--- src/rtl/wb_arbiter_pkg.sv ---
// Shared constants for the write-back arbiter slice.
// Register-file geometry and RV32I load funct3 encodings.
package wb_arbiter_pkg;

    localparam int XLEN   = 32;
    localparam int REG_AW = 5;

    localparam logic [2:0] LB  = 3'd0;
    localparam logic [2:0] LH  = 3'd1;
    localparam logic [2:0] LW  = 3'd2;
    localparam logic [2:0] LBU = 3'd4;
    localparam logic [2:0] LHU = 3'd5;

endpackage

--- src/rtl/wb_mc_fifo.sv ---
// Small sync FIFO holding multi-cycle results awaiting the write port.
// Exposes a per-slot destination match for hazard queries from decode.
module wb_mc_fifo
    import wb_arbiter_pkg::*;
#(
    parameter int  DEPTH = 2,
    localparam int AW    = $clog2(DEPTH)
) (
    input  logic              clk,
    input  logic              rst,
    input  logic              push,
    input  logic              pop,
    input  logic [REG_AW-1:0] push_rd,
    input  logic [XLEN-1:0]   push_data,
    output logic [REG_AW-1:0] head_rd,
    output logic [XLEN-1:0]   head_data,
    output logic              full,
    output logic              empty,
    input  logic [REG_AW-1:0] q_addr,
    output logic [DEPTH-1:0]  match
);

    logic [REG_AW-1:0] rd_mem   [DEPTH];
    logic [XLEN-1:0]   data_mem [DEPTH];
    logic [AW-1:0]     wptr;
    logic [AW-1:0]     rptr;
    logic [AW:0]       count;
    logic [AW-1:0]     rel;

    assign full      = (count == (AW+1)'(DEPTH));
    assign empty     = (count == '0);
    assign head_rd   = rd_mem[rptr];
    assign head_data = data_mem[rptr];

    // Entry storage; payload needs no reset since count gates validity.
    always_ff @(posedge clk) begin
        if (push) begin
            rd_mem[wptr]   <= push_rd;
            data_mem[wptr] <= push_data;
        end
    end

    // Pointers wrap naturally because DEPTH is a power of two.
    always_ff @(posedge clk) begin
        if (rst) begin
            wptr  <= '0;
            rptr  <= '0;
            count <= '0;
        end else begin
            if (push) wptr <= wptr + 1'b1;
            if (pop)  rptr <= rptr + 1'b1;
            case ({push, pop})
                2'b10:   count <= count + 1'b1;
                2'b01:   count <= count - 1'b1;
                default: count <= count;
            endcase
        end
    end

    // A slot matches only if it lies within the occupied window.
    always_comb begin
        rel   = '0;
        match = '0;
        for (int i = 0; i < DEPTH; i++) begin
            rel      = AW'(i) - rptr;
            match[i] = ({1'b0, rel} < count) && (rd_mem[i] == q_addr);
        end
    end

endmodule

--- src/rtl/wb_arbiter.sv ---
// Write-back arbiter: merges pipeline and multi-cycle results onto
// the single regfile write port, formatting loads on the way.
module wb_arbiter
    import wb_arbiter_pkg::*;
#(
    parameter int MC_DEPTH     = 2,
    parameter int STARVE_LIMIT = 4
) (
    input  logic              clk,
    input  logic              rst,
    input  logic              pipe_valid,
    input  logic [REG_AW-1:0] pipe_rd,
    input  logic [XLEN-1:0]   pipe_data,
    input  logic              pipe_ld,
    input  logic [2:0]        pipe_funct3,
    input  logic [1:0]        pipe_byte_off,
    output logic              pipe_stall,
    input  logic              mc_valid,
    output logic              mc_ready,
    input  logic [REG_AW-1:0] mc_rd,
    input  logic [XLEN-1:0]   mc_data,
    input  logic [REG_AW-1:0] q_addr,
    output logic              q_pending,
    output logic              w_regs_en,
    output logic [REG_AW-1:0] w_regs_addr,
    output logic [XLEN-1:0]   w_regs_data
);

    localparam int SW = $clog2(STARVE_LIMIT + 1);

    logic [REG_AW-1:0]   head_rd;
    logic [XLEN-1:0]     head_data;
    logic                full;
    logic                empty;
    logic [MC_DEPTH-1:0] match;
    logic [SW-1:0]       starve_cnt;
    logic                sel_pipe;
    logic                pop;
    logic                push;

    function automatic logic [XLEN-1:0] fmt_load(
        input logic [XLEN-1:0] d,
        input logic [2:0]      f3,
        input logic [1:0]      off
    );
        logic [7:0]      b;
        logic [15:0]     h;
        logic [XLEN-1:0] r;
        b = d[{off, 3'b000} +: 8];
        h = off[1] ? d[31:16] : d[15:0];
        unique case (1'b1)
            f3 == LB:  r = {{(XLEN-8){b[7]}}, b};
            f3 == LBU: r = {{(XLEN-8){1'b0}}, b};
            f3 == LH:  r = {{(XLEN-16){h[15]}}, h};
            f3 == LHU: r = {{(XLEN-16){1'b0}}, h};
            default:   r = d;
        endcase
        return r;
    endfunction

    wb_mc_fifo #(
        .DEPTH (MC_DEPTH)
    ) u_fifo (
        .clk       (clk),
        .rst       (rst),
        .push      (push),
        .pop       (pop),
        .push_rd   (mc_rd),
        .push_data (mc_data),
        .head_rd   (head_rd),
        .head_data (head_data),
        .full      (full),
        .empty     (empty),
        .q_addr    (q_addr),
        .match     (match)
    );

    // Arbitration: pipeline first unless the FIFO head has starved.
    always_comb begin
        pipe_stall = (starve_cnt == SW'(STARVE_LIMIT)) && !empty;
        sel_pipe   = pipe_valid && !pipe_stall;
        pop        = !sel_pipe && !empty;
        mc_ready   = !rst && !full;
        push       = mc_valid && mc_ready;
        q_pending  = (q_addr != '0) && (|match);
    end

    // Count cycles the head waits behind the pipeline.
    always_ff @(posedge clk) begin
        if (rst) begin
            starve_cnt <= '0;
        end else if (pop) begin
            starve_cnt <= '0;
        end else if (sel_pipe && !empty) begin
            starve_cnt <= starve_cnt + 1'b1;
        end
    end

    // Registered write port; rd 0 is selected but never written.
    always_ff @(posedge clk) begin
        if (rst) begin
            w_regs_en   <= 1'b0;
            w_regs_addr <= '0;
            w_regs_data <= '0;
        end else if (sel_pipe) begin
            w_regs_en   <= (pipe_rd != '0);
            w_regs_addr <= pipe_rd;
            w_regs_data <= pipe_ld ?
                fmt_load(pipe_data, pipe_funct3, pipe_byte_off) :
                pipe_data;
        end else if (pop) begin
            w_regs_en   <= (head_rd != '0);
            w_regs_addr <= head_rd;
            w_regs_data <= head_data;
        end else begin
            w_regs_en   <= 1'b0;
            w_regs_addr <= '0;
            w_regs_data <= '0;
        end
    end

endmodule

--- config.mk ---
export PLATFORM = sky130hd
export DESIGN_NAME = wb_arbiter
export DESIGN_NICKNAME = d
export VERILOG_FILES = /design/src/rtl/wb_arbiter_pkg.sv /design/src/rtl/wb_mc_fifo.sv /design/src/rtl/wb_arbiter.sv
export SDC_FILE = /design/constraint.sdc
export NUM_CORES = 1
export LEC_CHECK = 0
export ABC_CLOCK_PERIOD_IN_PS = 2800
export CORE_UTILIZATION = 28
export DETAILED_ROUTE_END_ITERATION = 6
export GPL_ROUTABILITY_DRIVEN = 0
export PLACE_DENSITY = 0.63
export SYNTH_ARGS = -nofsm -noshare
export SYNTH_HDL_FRONTEND = slang
export SYNTH_SLANG_ARGS = --single-unit
--- constraint.sdc ---
create_clock -name clk -period 2.8 [get_ports clk]
set_input_delay 0.56 -clock clk [delete_from_list [all_inputs] [get_ports clk]]
set_output_delay 0.56 -clock clk [all_outputs]
set_load 0.05 [all_outputs]
==> results of run 1 <==
cells in the mapped netlist (all sizes together) (2+ instances only):
cell     n  area share [%]
o211a    2            0.37
o2111a   2            0.42
buf     21             2.2
a21o     8             1.1
o21ai   18             1.7
a22oi    7            0.97
a21oi   50             4.7
nand2b   2            0.23
ha       3            0.70
o211ai   2            0.28
nor2b    3            0.35
clkbuf   9            0.63
a32oi    7             1.1
mux2i   15             2.8
or3      4            0.46
inv     10            0.70
o22ai    8            0.93
nand2   51             3.6
xor2     8             1.3
o32ai    5            0.81
nor2    16             1.2
or4      3            0.42
edfxtp  74              41
mux2    31             6.5
dfxtp   46              17
nand3b   3            0.49
nand3    3            0.28
xnor2    7             1.1
a311o   17             3.2
nor3     7            0.74
state kept, by name, summed over array words and instances (netlist names), 2 cells and up, named ones only:
| register | count |
|---|---|
| u_fifo.data_mem | 64 |
| w_regs_data | 32 |
| starve_cnt | 3 |
| u_fifo.rd_mem | 10 |
| u_fifo.count | 2 |
| w_regs_addr | 5 |
layout make-up:
| cell class | count | share of cell area [%] |
|---|---|---|
| clock buffers | 17 | 5.59 |
| repair buffers | 146 | 19.0 |
| clock inverters | 15 | 2.33 |
| inverters | 10 | 0.493 |
| well taps | 234 | 3.85 |
| multi-input cells | 296 | 27.4 |
| flip-flops and latches | 120 | 41.3 |
timing repair:
item | 4_1_cts | 5_1_grt
setup endpoints to repair | 1 | 1
hold buffers | 0 | 0
resized for setup | 1 | 2
pin swaps | 1 | 1
power by group through the flow:
stage	clock network, mW	registers, mW	logic (mW)
2_1_floorplan	0	2.40	0.693
3_3_place_gp	0	2.23	1.35
3_5_place_dp	0	2.24	1.38
4_1_cts	2.25	2.20	1.39
5_1_grt	2.32	2.22	1.49
6_report	2.20	2.20	1.39
cell families after synthesis:
family          Yosys count  synth area share [%]
fa+ha+maj                 3                 0.696
xor+xnor                 15                  2.44
buf+inv                  40                  3.48
mux                      47                  9.67
flops                   120                  58.3
simple gates             98                  8.72
compound gates          133                  16.7
stage by stage:
step | instances | power, mW
floorplan | 456 | 3.10
global placement | 806 | 3.59
detailed placement | 806 | 3.63
CTS | 838 | 5.85
global route | 838 | 6.03
finish | 838 | 5.79
final timing paths:
| kind | to | cells after the start | slack [ns] | startpoint |
|---|---|---|---|---|
| max | q_pending | 6 | 0.07 | q_addr[3] |
| min | starve_cnt[1]$_SDFFE_PP0P_ | 2 | 0.49 | starve_cnt[1]$_SDFFE_PP0P_ |
| max reg2reg | u_fifo.count[1]$_SDFFE_PP0P_ | 5 | 0.68 | u_fifo.count[1]$_SDFFE_PP0P_ |
| min reg2reg | starve_cnt[1]$_SDFFE_PP0P_ | 2 | 0.49 | starve_cnt[1]$_SDFFE_PP0P_ |
per-layer routing:
metal	GRT usage, %	part of all wire (%)	vias up
met2	25.7	48	151
met5	0	0	-
met3	4.89	6.6	30
met1	19.9	43	2033
li1	-	-	2008
met4	6.92	2.5	0
worst max-delay path: cells and delay by family:
family | cells | cell delay [ns]
xor+xnor | 1 | 0.16
buf+inv | 2 | 0.57
simple gates | 2 | 0.67
compound gates | 1 | 0.21
==> flow_summary.yaml, run 1 <==
drt:
  drt.antenna.violating_nets: 0
  dr.first_iter.drc_count: 314
  dr_total_vias: 4222
  detail_route.vias_per_cell: 5.04
  postRouteWirelength_um: 15500
  drc: 0
  dr_pass1_iterations: 5
  routed_wire_length_per_instance_um: 18.5
hold_path:
  hold_class: "flip-flop to flip-flop"
pwr:
  switching_share_pct: 29.7
  net-switching-power_mw: 1.72
  power_per_cell_area_nw_per_um2: 761
  sequentialPowerShare_pct: 38.0
  power.combinational.fraction_pct: 24.0
  power_leakage_nw: 2.66
  relative_contribution_of_the_clock_network_to_total_power_pct: 38.0
  intPower_mw: 4.07
  worst_case_vdd_ir_drop_v: 0.000435
sta:
  setup_total_negative_slack_ns: 0
  setup_viol: 0
  finalHoldViolations: 0
  postLayoutSetupSlackWorst_ns: 0.0652
  final_min_period_over_clock_period_pct: 97.7
  max_clock_skew_ns: 0.00785
  finalMaxSlewViolations: 0
  maxClockFrequency_ghz: 0.366
  final.min_clock_period_ns: 2.73
  max-slew-margin-rel_pct: 53.5
  tightest_slew_ns: 0.695
  finalHoldWorstSlack_ns: 0.488
placement:
  portBuffers: 129
  post-place-ws_ns: -0.0172
  postPlaceCellArea_sq_um: 7000
  post-dp-hpwl_um: 11400
yosys:
  netlist_instances: 456
  synth-seq-area-share_pct: 58.3
  flop_and_latch_count_out_of_synthesis: 120
  synthDistinctLibCells: 53
  yosysWarnings: 0
  netlist_area_sq_um: 5390
  synth.net_count: 548
  synth-edff-count: 74
  dominantRegCellSynth: "sky130_fd_sc_hd__edfxtp_1"
  async_flop_share_pct: 0
  syn_avg_cell_area_sq_um: 11.8
die:
  die_height_um: 141
  design.die.area_sq_um: 19800
  std_cell_rows: 50
  chipWidth_um: 141
  boundaryPins: 130
  start_util_pct: 28.7
  core_area_sq_um: 18800
cts:
  postCtsSetupRepairBufs: 0
  cts.sinks: 120
  h-tree-depth: 4
  cts_tree: "yes"
  cts-root-buf: "sky130_fd_sc_hd__clkbuf_16"
  total_cts_buffers: 17
  clk_latency_ns: 0.42
  clk_pin_slew_worst_paths_ns: 0.06
  cts.path.max_buffers: 2
finish:
  design.final.nets: 683
  register_area_sq_um: 3140
  layout_common_cells: "126 x sky130_fd_sc_hd__clkdlybuf4s50_1, 74 x sky130_fd_sc_hd__edfxtp_1, 50 x sky130_fd_sc_hd__nand2_1"
  finalInstanceArea_sq_um: 7610
  multiInputGateArea_sq_um: 2090
  area.growth.synth_to_final_pct: 41.2
  ratio_of_cells_with_drive_above_1_in_the_final_layout_pct: 15.7
  n_antenna_cell: 0
  end_of_flow_core_utilization_pct: 40.6
  layout.filler_cells: 1762
  mostFrequentLayoutCell: "sky130_fd_sc_hd__clkdlybuf4s50_1"
global_routing:
  antenna_found_initial: 0
  globalRouteOverflowTotal: 0
  grt_pass1_vias: 4274
  grt_first_pass_wirelength_um: 23700
  largest_net_degree_at_the_start_of_global_routing: 38
  grtUsageTotal_pct: 16.0
setup_path:
  crit_path_cell_trace: "clkdlybuf4s50_1 > xor2_1 > or4_4 > nor3_2 > o22a_1 > buf_12"
  setup.worst_path.end_class: "output pin"
  timing.critical_path.slowest_cell_delay_ns: 0.55
  worst_setup_path_start_kind: "input port"
  timing_worst_setup_path_type: "input port to output pin"
  critical_path_peak_fanout: 2
  cp.arrival_ns: 2.17
  critPathRequiredTime_ns: 2.24
  cp_slowest_cell: "sky130_fd_sc_hd__or4_4"
status:
  status: "complete, no violations"
flow_run:
  max-cap-violations: 0
No activity file was read; power rests on OpenSTA's default activity.
==> run 2, diff against run 1 <==
- PLACE_DENSITY: 0.63 -> 0.48
- REMOVE_ABC_BUFFERS: not set -> 1
==> run 2 against run 1 <==
Net effect:
- routed wire length increased by 2.9%
- utilization increased by 0.25 points
- fmax decreased by 1.7%
- global-route usage increased by 0.44 points
- critical endpoint unchanged
==> flow_summary.yaml, run 2 (synthesized netlist as in run 1, its figures left out) <==
finish:
  area.growth.synth_to_final_pct: 42.0
  ratio_of_cells_with_drive_above_1_in_the_final_layout_pct: 15.7
  end_of_flow_core_utilization_pct: 40.8
  n_antenna_cell: 0
  largest_registers: "u_fifo.data_mem x64, w_regs_data x32, u_fifo.rd_mem x10"
  registers.top_by_ff_count: "u_fifo.data_mem"
  mostFrequentLayoutCell: "sky130_fd_sc_hd__clkdlybuf4s50_1"
  design.final.nets: 690
  layout_common_cells: "127 x sky130_fd_sc_hd__clkdlybuf4s50_1, 74 x sky130_fd_sc_hd__edfxtp_1, 50 x sky130_fd_sc_hd__nand2_1"
  finalInstanceArea_sq_um: 7660
  largest_register_ffs: 64
sta:
  setup_viol: 0
  final.min_clock_period_ns: 2.78
  finalMaxSlewViolations: 0
  finalHoldWorstSlack_ns: 0.485
  maxClockFrequency_ghz: 0.359
  final_min_period_over_clock_period_pct: 99.4
  max_clock_skew_ns: 0.00921
  postLayoutSetupSlackWorst_ns: 0.0182
  setup_total_negative_slack_ns: 0
  finalHoldViolations: 0
  max-slew-margin-rel_pct: 53.0
  tightest_slew_ns: 0.705
placement:
  post-dp-hpwl_um: 11400
  post-place-ws_ns: 0.0166
  portBuffers: 129
  postPlaceCellArea_sq_um: 7040
cts:
  clk_pin_slew_worst_paths_ns: 0.05
  post_cts_resize_count: 0
  total_cts_buffers: 17
  hold_buffers: 0
  clk_latency_ns: 0.41
  cts.sinks: 120
  h-tree-depth: 4
  cts_tree: "yes"
  cts-root-buf: "sky130_fd_sc_hd__clkbuf_16"
  cts.path.max_buffers: 2
  postCtsSetupRepairBufs: 0
flow_run:
  max-cap-violations: 0
setup_path:
  timing.critical_path.slowest_cell_delay_ns: 0.56
  critPathRequiredTime_ns: 2.24
  timing.reg2reg.worst_path_depth: 5
  cp.arrival_ns: 2.22
  timing_worst_setup_path_type: "input port to output pin"
  cp_slowest_cell: "sky130_fd_sc_hd__or4_1"
  critical-path-top-delay-family: "simple AND/OR/NAND/NOR gates"
  worst-path-stages: 6
  r2r_setup_slack_ns: 0.72
  critPathBufInv: 2
  crit_path_cell_trace: "clkdlybuf4s50_1 > xor2_1 > or4_1 > nor3_2 > o22a_1 > buf_12"
  critical_path_peak_fanout: 2
  setup.worst_path.end_class: "output pin"
  worst_setup_path_start_kind: "input port"
drt:
  dr_total_vias: 4156
  dr_pass1_iterations: 4
  drt.antenna.violating_nets: 0
  dr.first_iter.drc_count: 230
  drc: 0
  detail_route.vias_per_cell: 4.92
  postRouteWirelength_um: 15900
  routed_wire_length_per_instance_um: 18.8
pwr:
  net-switching-power_mw: 1.68
  power_leakage_nw: 2.68
  power.combinational.fraction_pct: 23.7
  power_per_cell_area_nw_per_um2: 767
  relative_contribution_of_the_clock_network_to_total_power_pct: 38.9
  worst_case_vdd_ir_drop_v: 0.000423
  switching_share_pct: 28.6
  sequentialPowerShare_pct: 37.4
  intPower_mw: 4.20
global_routing:
  antenna_found_initial: 0
  globalRouteOverflowTotal: 0
  grt_pass1_vias: 4223
  largest_net_degree_at_the_start_of_global_routing: 38
  grtUsageTotal_pct: 16.5
  grt_first_pass_wirelength_um: 24100
hold_path:
  timing.hold.worst_path_depth: 2
  hold_class: "flip-flop to flip-flop"
status:
  status: "complete, no violations"
die:
  start_util_pct: 28.7
  die_height_um: 141
  boundaryPins: 130
  std_cell_rows: 50
  core_area_sq_um: 18800
  design.die.area_sq_um: 19800
  chipWidth_um: 141
## run 2: cell types whose count changed in the layout (fill, tap and decap cells not counted), sizes merged
cell,before,now
dlygate4sd2,1,0
clkbuf,17,23
inv,12,10
buf,19,26
clkinv,8,3
clkdlybuf4s50,126,127
bufinv,3,4
## run 2: worst register-to-register path: cells and delay by family, from the launching register on
family	cells	cell delay, ns
adder cells (fa/ha/maj)	1	0.39
AO/OA/AOI/OAI	2	0.71
flip-flops	1	0.47
buffers and inverters	1	0.09
AND/OR/NAND/NOR	1	0.35
## run 2: metrics by stage
stage          std cells  total power, mW
6_report             845             5.87
5_1_grt              845             6.12
4_1_cts              845             5.94
3_5_place_dp         813             3.63
3_3_place_gp         813             3.62
2_1_floorplan        426             3.05
## run 2: power by group through the flow
stage	registers [mW]	logic, mW	clock network, mW
floorplan	2.47	0.583	0
global placement	2.24	1.39	0
detailed placement	2.24	1.40	0
CTS	2.20	1.40	2.33
global route	2.22	1.49	2.41
finish	2.20	1.39	2.28
## run 2: path summary, 6_finish.rpt
path                                                    from                            to
worst max register to register  u_fifo.count[1]$_SDFFE_PP0P_  u_fifo.count[1]$_SDFFE_PP0P_
worst max-delay path                               q_addr[3]                     q_pending
worst min-delay path              starve_cnt[1]$_SDFFE_PP0P_    starve_cnt[1]$_SDFFE_PP0P_
worst min register to register    starve_cnt[1]$_SDFFE_PP0P_    starve_cnt[1]$_SDFFE_PP0P_
## run 2: metal layers
layer	wire length, um	GRT usage [%]	vias up
li1	-	-	2019
met1	7370	20.8	2020
met2	7700	27.4	107
met3	704	4.59	10
met4	147	4.81	0
met5	0	0	-
## run 2: layout make-up
class | instances | area, sq um
fill | 1778 | 11100
sequential | 120 | 3140
multi-input combinational | 296 | 2090
timing repair buffer | 153 | 1480
clock buffer | 23 | 468
tap | 234 | 293
clock inverter | 9 | 149
inverter | 10 | 37.5
==> run 3, diff against run 2 <==
- CORE_UTILIZATION: 28 -> 25
- HOLD_SLACK_MARGIN: not set -> 0.1
- PLACE_DENSITY: 0.48 -> 0.44
- SLEW_MARGIN: not set -> 40
==> run 3 against run 2 <==
Net effect:
- first-iteration DRC count is 17% higher
- register-to-register slack worse by 0.05 ns
- sequential cell count stayed put
- sequential share of layout area is 0.27 points lower
- largest power group unchanged
- worst setup slack better by 0.065 ns
- highest routed layer unchanged
- critical path type unchanged
- die area is 12% higher
==> flow_summary.yaml, run 3 (synthesized netlist as in run 1, its figures left out) <==
status:
  status: "complete, no violations"
drt:
  dr_pass1_iterations: 5
  dr.first_iter.drc_count: 268
  routed_wire_length_per_instance_um: 19.0
  drt.antenna.violating_nets: 0
  detail_route.vias_per_cell: 4.81
  postRouteWirelength_um: 16700
  drc: 0
  dr_total_vias: 4239
setup_path:
  rr_endpoint: "u_fifo.count[1]$_SDFFE_PP0P_"
  critPathRequiredTime_ns: 2.24
  critPathBufInv: 2
  critical-path-top-delay-family: "simple AND/OR/NAND/NOR gates"
  timing_worst_setup_path_type: "input port to output pin"
  setup.worst_path.end_class: "output pin"
  worst_setup_path_start_kind: "input port"
  cp_slowest_cell: "sky130_fd_sc_hd__or4_1"
  critical_path_peak_fanout: 2
  r2r_setup_slack_ns: 0.67
  cp.arrival_ns: 2.16
  rr_startpoint: "u_fifo.count[1]$_SDFFE_PP0P_"
  timing.reg2reg.worst_path_depth: 5
  timing.critical_path.slowest_cell_delay_ns: 0.53
  crit_path_cell_trace: "clkdlybuf4s50_1 > xor2_1 > or4_1 > nor3_2 > o22a_1 > buf_12"
cts:
  cts.sinks: 120
  total_cts_buffers: 17
  postCtsSetupRepairBufs: 0
  clk_latency_ns: 0.42
  cts-root-buf: "sky130_fd_sc_hd__clkbuf_16"
  clk_pin_slew_worst_paths_ns: 0.05
  cts_tree: "yes"
  post_cts_resize_count: 0
  cts.path.max_buffers: 2
  hold_buffers: 0
  h-tree-depth: 4
global_routing:
  grt_first_pass_wirelength_um: 25500
  antenna_found_initial: 0
  largest_net_degree_at_the_start_of_global_routing: 32
  globalRouteOverflowTotal: 0
  grtUsageTotal_pct: 15.7
  grt_pass1_vias: 4301
pwr:
  relative_contribution_of_the_clock_network_to_total_power_pct: 39.0
  power_per_cell_area_nw_per_um2: 767
  intPower_mw: 4.16
  switching_share_pct: 29.7
  worst_case_vdd_ir_drop_v: 0.000352
  sequentialPowerShare_pct: 36.9
  power_leakage_nw: 2.68
  net-switching-power_mw: 1.76
  power.combinational.fraction_pct: 24.1
die:
  die_height_um: 149
  std_cell_rows: 53
  chipWidth_um: 149
  start_util_pct: 25.6
  boundaryPins: 130
  design.die.area_sq_um: 22200
  core_area_sq_um: 21100
finish:
  registers.top_by_ff_count: "u_fifo.data_mem"
  ratio_of_cells_with_drive_above_1_in_the_final_layout_pct: 15.5
  n_antenna_cell: 0
  largest_register_ffs: 64
  area.growth.synth_to_final_pct: 43.0
  finalInstanceArea_sq_um: 7710
  layout_common_cells: "126 x sky130_fd_sc_hd__clkdlybuf4s50_1, 74 x sky130_fd_sc_hd__edfxtp_1, 50 x sky130_fd_sc_hd__nand2_1"
  largest_registers: "u_fifo.data_mem x64, w_regs_data x32, u_fifo.rd_mem x10"
  mostFrequentLayoutCell: "sky130_fd_sc_hd__clkdlybuf4s50_1"
  design.final.nets: 685
sta:
  setup_total_negative_slack_ns: 0
  maxClockFrequency_ghz: 0.368
  rsz_0062_raised_after_global_routing: "false"
  setup_viol: 0
  final.min_clock_period_ns: 2.72
  final_min_period_over_clock_period_pct: 97.0
  max-slew-margin-rel_pct: 53.9
  finalMaxSlewViolations: 0
  finalHoldWorstSlack_ns: 0.474
  max_clock_skew_ns: 0.00557
  finalHoldViolations: 0
  tightest_slew_ns: 0.688
placement:
  post-dp-hpwl_um: 12000
  postPlaceCellArea_sq_um: 7080
  portBuffers: 129
hold_path:
  hold_class: "flip-flop to flip-flop"
  timing.hold.worst_path_depth: 2
  hold_path.startpoint: "starve_cnt[1]$_SDFFE_PP0P_"
  capture_endpoint_of_the_worst_hold_path: "starve_cnt[1]$_SDFFE_PP0P_"
flow_run:
  max-cap-violations: 0
## run 3: cell count changes in the layout (fill, tap and decap cells not counted), moves of 2 or more
cell                       delta
sky130_fd_sc_hd__buf_12       +2
sky130_fd_sc_hd__clkbuf_1     -4
sky130_fd_sc_hd__inv_6        +2
sky130_fd_sc_hd__clkbuf_8     -2
sky130_fd_sc_hd__buf_4        -7
sky130_fd_sc_hd__clkinv_4     +5
## run 3: power groups by stage
| stage | logic, mW | clock network, mW | registers (mW) |
|---|---|---|---|
| floorplan | 0.583 | 0 | 2.47 |
| global placement | 1.42 | 0 | 2.22 |
| detailed placement | 1.44 | 0 | 2.22 |
| CTS | 1.45 | 2.36 | 2.19 |
| global route | 1.54 | 2.44 | 2.21 |
| finish | 1.43 | 2.31 | 2.18 |
## run 3: cell type report
| cell class | count | area [sq um] |
|---|---|---|
| fill | 2084 | 13400 |
| clock buffer | 17 | 425 |
| timing repair buffer | 148 | 1470 |
| multi-input combinational | 296 | 2090 |
| inverter | 10 | 37.5 |
| tap | 275 | 344 |
| sequential | 120 | 3140 |
| clock inverter | 15 | 201 |
## run 3: how the worst max path moves through the flow
stage | depth (start not counted) | startpoint | end | slack (ns)
2_1_floorplan | 3 | rst | u_fifo.data_mem[0][0]$_DFFE_PP_ | -0.06
3_3_place_gp | 6 | q_addr[2] | q_pending | 0.06
3_5_place_dp | 6 | q_addr[2] | q_pending | 0.03
4_1_cts | 6 | q_addr[2] | q_pending | 0.03
5_1_grt | 6 | q_addr[3] | q_pending | 0.02
6_report | 6 | q_addr[3] | q_pending | 0.08
## run 3: metrics by stage
step / std cells / utilization [%] / worst slack (ns) / power (mW)
2_1_floorplan: 426 / - / -0.0571 / 3.05
3_3_place_gp: 849 / 33.6 / 0.0603 / 3.64
3_5_place_dp: 849 / 33.6 / 0.0265 / 3.66
4_1_cts: 881 / 36.5 / 0.0280 / 5.99
5_1_grt: 881 / 36.6 / 0.0183 / 6.19
6_report: 881 / 36.6 / 0.0829 / 5.92
## run 3: metal layers
layer	routed length (um)	vias up	global-route usage [%]
li1	-	2010	-
met1	7660	2069	20.8
met2	7890	136	24.3
met3	861	24	3.76
met4	306	0	7.24
met5	0	-	0
## run 3: worst min-delay path, cell delays in order (launching register included)
cell and delay [ns]:
sky130_fd_sc_hd__dfxtp_1 0.32, sky130_fd_sc_hd__nand2_1 0.06, sky130_fd_sc_hd__a21oi_1 0.05
==> patch 1, RTL diff (config.mk and constraints of run 1) <==
Set the parameter `STARVE_LIMIT` to 8 (it was 4).
--- a/src/rtl/wb_arbiter.sv
+++ b/src/rtl/wb_arbiter.sv
@@ -6,3 +6,3 @@
     parameter int MC_DEPTH     = 2,
-    parameter int STARVE_LIMIT = 4
+    parameter int STARVE_LIMIT = 8
 ) (
Function: changed (a bounded check fails within 10 cycles, from zero or initial values and one cycle with rst high).
==> patch 1 against run 1 <==
Synthesized area is 1.9% higher. Power decreased by 2.1%. Clock power shrank 6%. Setup slack better by 0.064 ns. Sequential share of layout area is 0.10 points lower. Sequential cell count grew 1. Wire length down 2.0%. Hold slack better by 0.014 ns. Register-to-register slack worse by 0.03 ns. Final cell count increased by 2.1%. Final area increased by 0.89%. First-iteration DRC count is 23% lower. Largest cell class unchanged. Largest power group unchanged.
==> patch 1: results (changes against run 1) <==
metric	value	unit	change
status	completed		unchanged
irDropWorstVdd	0.411	mV	was 0.435 mV
netlist_top_cells_area	edfxtp_1 40%, dfxtp_1 17%, mux2_2 5.7%, a21oi_1 4.5%, mux2i_1 4.0%		was edfxtp_1 41%, dfxtp_1 17%, mux2_2 6.5%, a21oi_1 4.5%, nand2_1 3.5%
reg_top3	u_fifo.data_mem: 64 flops, w_regs_data: 32 flops, u_fifo.rd_mem: 10 flops		unchanged
cts_root_buf	clkbuf_16		unchanged
hpwl	11200	um	was 11400 um
num_vias	4068		was 4222
path_max_fanout	3		was 2
met2_usage	23.9	%	was 25.7%
maxSlewHeadroom	53.5	%	about the same
track_usage	15.5	%	was 16.0%
grt_pass1_wl	22900	um	was 23700 um
htree_levels	4		unchanged
async_flop_share	0	%	unchanged
drt_iter0_markers	242		was 314
syn_nets	541		was 548
met3_usage	5.52	%	was 4.89%
netlist_top_cells_count	74 x edfxtp_1, 53 x nand2_1, 49 x a21oi_1, 47 x dfxtp_1, 28 x mux2_2		was 74 x edfxtp_1, 50 x nand2_1, 49 x a21oi_1, 46 x dfxtp_1, 31 x mux2_2
dp.cells	824		was 806
cp_top_family	buffers and inverters		was simple AND/OR/NAND/NOR gates
synth_top_cell_area_share	40.4	%	was 41.2%
seq_area_frac_synth	57.5	%	was 58.3%
antenna_found_initial	0		unchanged
instances_no_fill	856		was 838
yosysUniqueCellTypes	54		was 53
grt_util_met1	19.5	%	was 19.9%
wl_per_cell	17.7	um	was 18.5 um
switching_share	31.2	%	was 29.7%
antenna_cells	0		unchanged
ys_warn_count	0		unchanged
drive_gt1_share	16.8	%	was 15.7%
cts.clk_slew.worst_paths	0.06	ns	about the same
leakagePower	2.65	nW	was 2.66 nW
slowest_delay	0.49	ns	was 0.55 ns
synth.avg_cell_area	12.2	um^2	was 11.8 um^2
place_worst_setup_slack	0.00801	ns	was -0.0172 ns
nets	675		was 683
place_area	7100	um^2	was 7000 um^2
fillerInstances	1775		was 1762
critPathSlowestCell	clkdlybuf4s50_1		was or4_4
numCtsBuffers	17		unchanged
skew	0.0120	ns	was 0.00785 ns
grt_max_degree	36		was 38
arrival	2.11	ns	was 2.17 ns
dr.pass1.iters	5		unchanged
## patch 1: cell types whose count changed after synthesis, sizes merged, moves of 3 or more
| cell | before | now |
|---|---|---|
| o21ai | 18 | 9 |
| a32oi | 7 | 0 |
| mux2i | 15 | 22 |
| o221ai | 0 | 7 |
| nand2 | 51 | 55 |
| clkbuf | 9 | 6 |
| inv | 10 | 7 |
| o22ai | 8 | 5 |
| o32ai | 5 | 8 |
## patch 1: final cells by class
cell class / count / area (um^2) / share of cell area (%)
inverters: 7 / 26.3 / 0.342
well taps: 260 / 325 / 4.24
clock inverters: 15 / 141 / 1.84
flip-flops and latches: 121 / 3160 / 41.2
multi-input cells: 293 / 2170 / 28.3
repair buffers: 143 / 1420 / 18.5
clock buffers: 17 / 425 / 5.54
## patch 1: what timing repair did
action | CTS | global route
endpoints found under the hold margin | 0 | 0
resized for setup | 0 | 4
buffers inserted | 0 | 0
setup endpoints to repair | 0 | 2
## patch 1: worst paths after layout
path                                      from                           end  slack [ns]  depth (start not counted)
setup / recovery                     q_addr[0]                     q_pending        0.13                          6
hold / removal      starve_cnt[1]$_SDFFE_PP0P_    starve_cnt[1]$_SDFFE_PP0P_        0.50                          2
setup reg to reg  u_fifo.count[1]$_SDFFE_PP0P_  u_fifo.count[1]$_SDFFE_PP0P_        0.65                          5
hold reg to reg     starve_cnt[1]$_SDFFE_PP0P_    starve_cnt[1]$_SDFFE_PP0P_        0.50                          2
## patch 1: worst min-delay path, stage by stage (launching register included)
cell	delay [ns]
dfxtp_1	0.34
nand2_1	0.06
a21oi_1	0.05
## patch 1: power groups by stage
stage	clock network [mW]	registers, mW	logic, mW
4_1_cts	2.11	2.22	1.41
6_report	2.06	2.21	1.39
3_3_place_gp	0	2.25	1.37
2_1_floorplan	0	2.42	0.729
5_1_grt	2.20	2.23	1.49
3_5_place_dp	0	2.25	1.40
## patch 1: kinds of logic after synthesis
kind of cell / share of synthesized area, %
compound gates: 16.6
xor+xnor: 2.39
fa+ha+maj: 0.683
buf+inv: 3.28
flops: 57.5
mux: 10.8
simple gates: 8.78
## patch 1: per-stage QoR
step	util (%)	setup TNS (ns)	power [mW]
after floorplan	-	-21.31	3.15
after global placement	37.5	0	3.61
after detailed placement	37.5	0	3.65
after CTS	40.5	0	5.73
after global routing	40.5	0	5.92
final	40.5	0	5.67
## patch 1: layer usage
layer	vias up	wire, um
li1	1968	-
met3	28	1210
met1	1925	6500
met2	147	7080
met4	0	393
met5	-	0
==> patch 2, RTL diff (flow settings as in run 1) <==
Without the edit above. Reset style: asynchronous (`rst`), changed in 3 clocked blocks.
--- a/src/rtl/wb_mc_fifo.sv
+++ b/src/rtl/wb_mc_fifo.sv
@@ -43,3 +43,3 @@
     // Pointers wrap naturally because DEPTH is a power of two.
-    always_ff @(posedge clk) begin
+    always_ff @(posedge clk or posedge rst) begin
         if (rst) begin
--- a/src/rtl/wb_arbiter.sv
+++ b/src/rtl/wb_arbiter.sv
@@ -88,3 +88,3 @@
     // Count cycles the head waits behind the pipeline.
-    always_ff @(posedge clk) begin
+    always_ff @(posedge clk or posedge rst) begin
         if (rst) begin
@@ -99,3 +99,3 @@
     // Registered write port; rd 0 is selected but never written.
-    always_ff @(posedge clk) begin
+    always_ff @(posedge clk or posedge rst) begin
         if (rst) begin
Formal check against the unedited RTL: differs if rst is asserted again (counterexample within 4 cycles, from zero or initial values and one cycle with rst high); with rst held inactive, the same outputs for 10 cycles.
==> patch 2 against run 1 <==
Non-clock buffer count decreased by 2. Maximum frequency increased by 0.60%. Power increased by 18%. Sequential cell count decreased by 1. Setup slack improved by 0.016 ns. Wire length decreased by 6.9%. Synthesized area decreased by 3.9%. Die area decreased by 3.8%. Final area decreased by 3.1%. Utilization increased by 0.38 points. Critical path type unchanged.
==> patch 2: results (changes against run 1) <==
metric	value	unit	change
irDropWorstVdd	0.482	mV	was 0.435 mV
postSynthCellCount	378		was 456
synthMuxAreaShare	10.4	%	was 9.68%
antenna_found_initial	1		was 0
avgViaCountPerCell	4.85		was 5.04
yosys.area_share.adder	0.724	%	was 0.696%
grt_pass1_wl	22200	um	was 23700 um
r2r_end	w_regs_data[30]$_DFF_PP0_		was u_fifo.count[1]$_SDFFE_PP0P_
grt_util_met1	18.6	%	was 19.9%
leakagePower	2.79	nW	was 2.66 nW
met3_usage	4.16	%	was 4.89%
hpwl	10300	um	was 11400 um
seq_area_frac_synth	64.6	%	was 58.3%
status	completed		unchanged
fillerInstances	1694		was 1762
seq_area	3350	um^2	was 3140 um^2
drive_gt1_share	12.5	%	was 15.7%
synth_xor_area_share	2.54	%	was 2.44%
netlist_top_cells_count	74 x edfxtp_1, 47 x mux2i_1, 45 x dfrtp_1		was 74 x edfxtp_1, 50 x nand2_1, 49 x a21oi_1, 46 x dfxtp_1, 31 x mux2_2
netlist_top_cells_area	edfxtp_1 43%, dfrtp_1 22%, mux2i_1 9.1%, o22ai_1 2.2%, a22oi_1 2.0%		was edfxtp_1 41%, dfxtp_1 17%, mux2_2 6.5%, a21oi_1 4.5%, nand2_1 3.5%
m1WireLength	6100	um	was 6590 um
hold_path_startpoint	starve_cnt[1]$_DFFE_PP0P_		was starve_cnt[1]$_SDFFE_PP0P_
num-nonclk-inverters	9		was 10
dr.pass1.iters	6		was 5
async_flop_share	37.8	%	was 0%
-- patch 2: cell types whose count changed in the layout (fill, tap and decap cells not counted), sizes merged, moves of 5 or more --
cell | before | now
dfrtp | 0 | 45
o32ai | 5 | 10
o22ai | 8 | 18
nor3 | 7 | 2
nand2 | 51 | 15
dfxtp | 46 | 0
a311o | 17 | 0
mux2 | 31 | 4
a21o | 8 | 2
a21oi | 50 | 10
mux2i | 15 | 47
a32oi | 7 | 0
a22oi | 7 | 16
-- patch 2: per-stage QoR --
step           instance area (um^2)  hold slack, ns  setup slack (ns)
4_1_cts                        7370           0.514            0.0119
2_1_floorplan                  5190           0.469            0.0874
3_3_place_gp                   6790           0.488            0.0478
6_report                       7380           0.508            0.0815
5_1_grt                        7380           0.529            0.0428
3_5_place_dp                   6790           0.502            0.0231
-- patch 2: how the worst max path moves through the flow --
stage	startpoint	slack, ns	end	cells after the start
after floorplan	rst	0.09	u_fifo.data_mem[0][0]$_DFFE_PP_	3
after global placement	q_addr[3]	0.05	q_pending	6
after detailed placement	q_addr[1]	0.02	q_pending	6
after CTS	q_addr[1]	0.01	q_pending	6
after global routing	starve_cnt[0]$_DFFE_PP0P_	0.04	pipe_stall	5
final	q_addr[2]	0.08	q_pending	6
-- patch 2: worst max-delay path, delay by kind of cell --
family / cells / cell delay, ns
AOI/OAI and AO/OA: 1 / 0.22
xor gates and xnor gates: 1 / 0.17
buffers and inverters: 2 / 0.62
and+or+nand+nor: 2 / 0.57
-- patch 2: timing repair --
| action | CTS | global route |
|---|---|---|
| pin swaps | 1 | 1 |
| setup endpoints to repair | 1 | 1 |
| resized for setup | 0 | 2 |
-- patch 2: power breakdown --
part	total [mW]	internal [mW]	switching [mW]
registers	2.43	2.25	0.182
logic	2.28	0.862	1.42
clock network	2.09	1.31	0.784
total	6.80	4.42	2.39
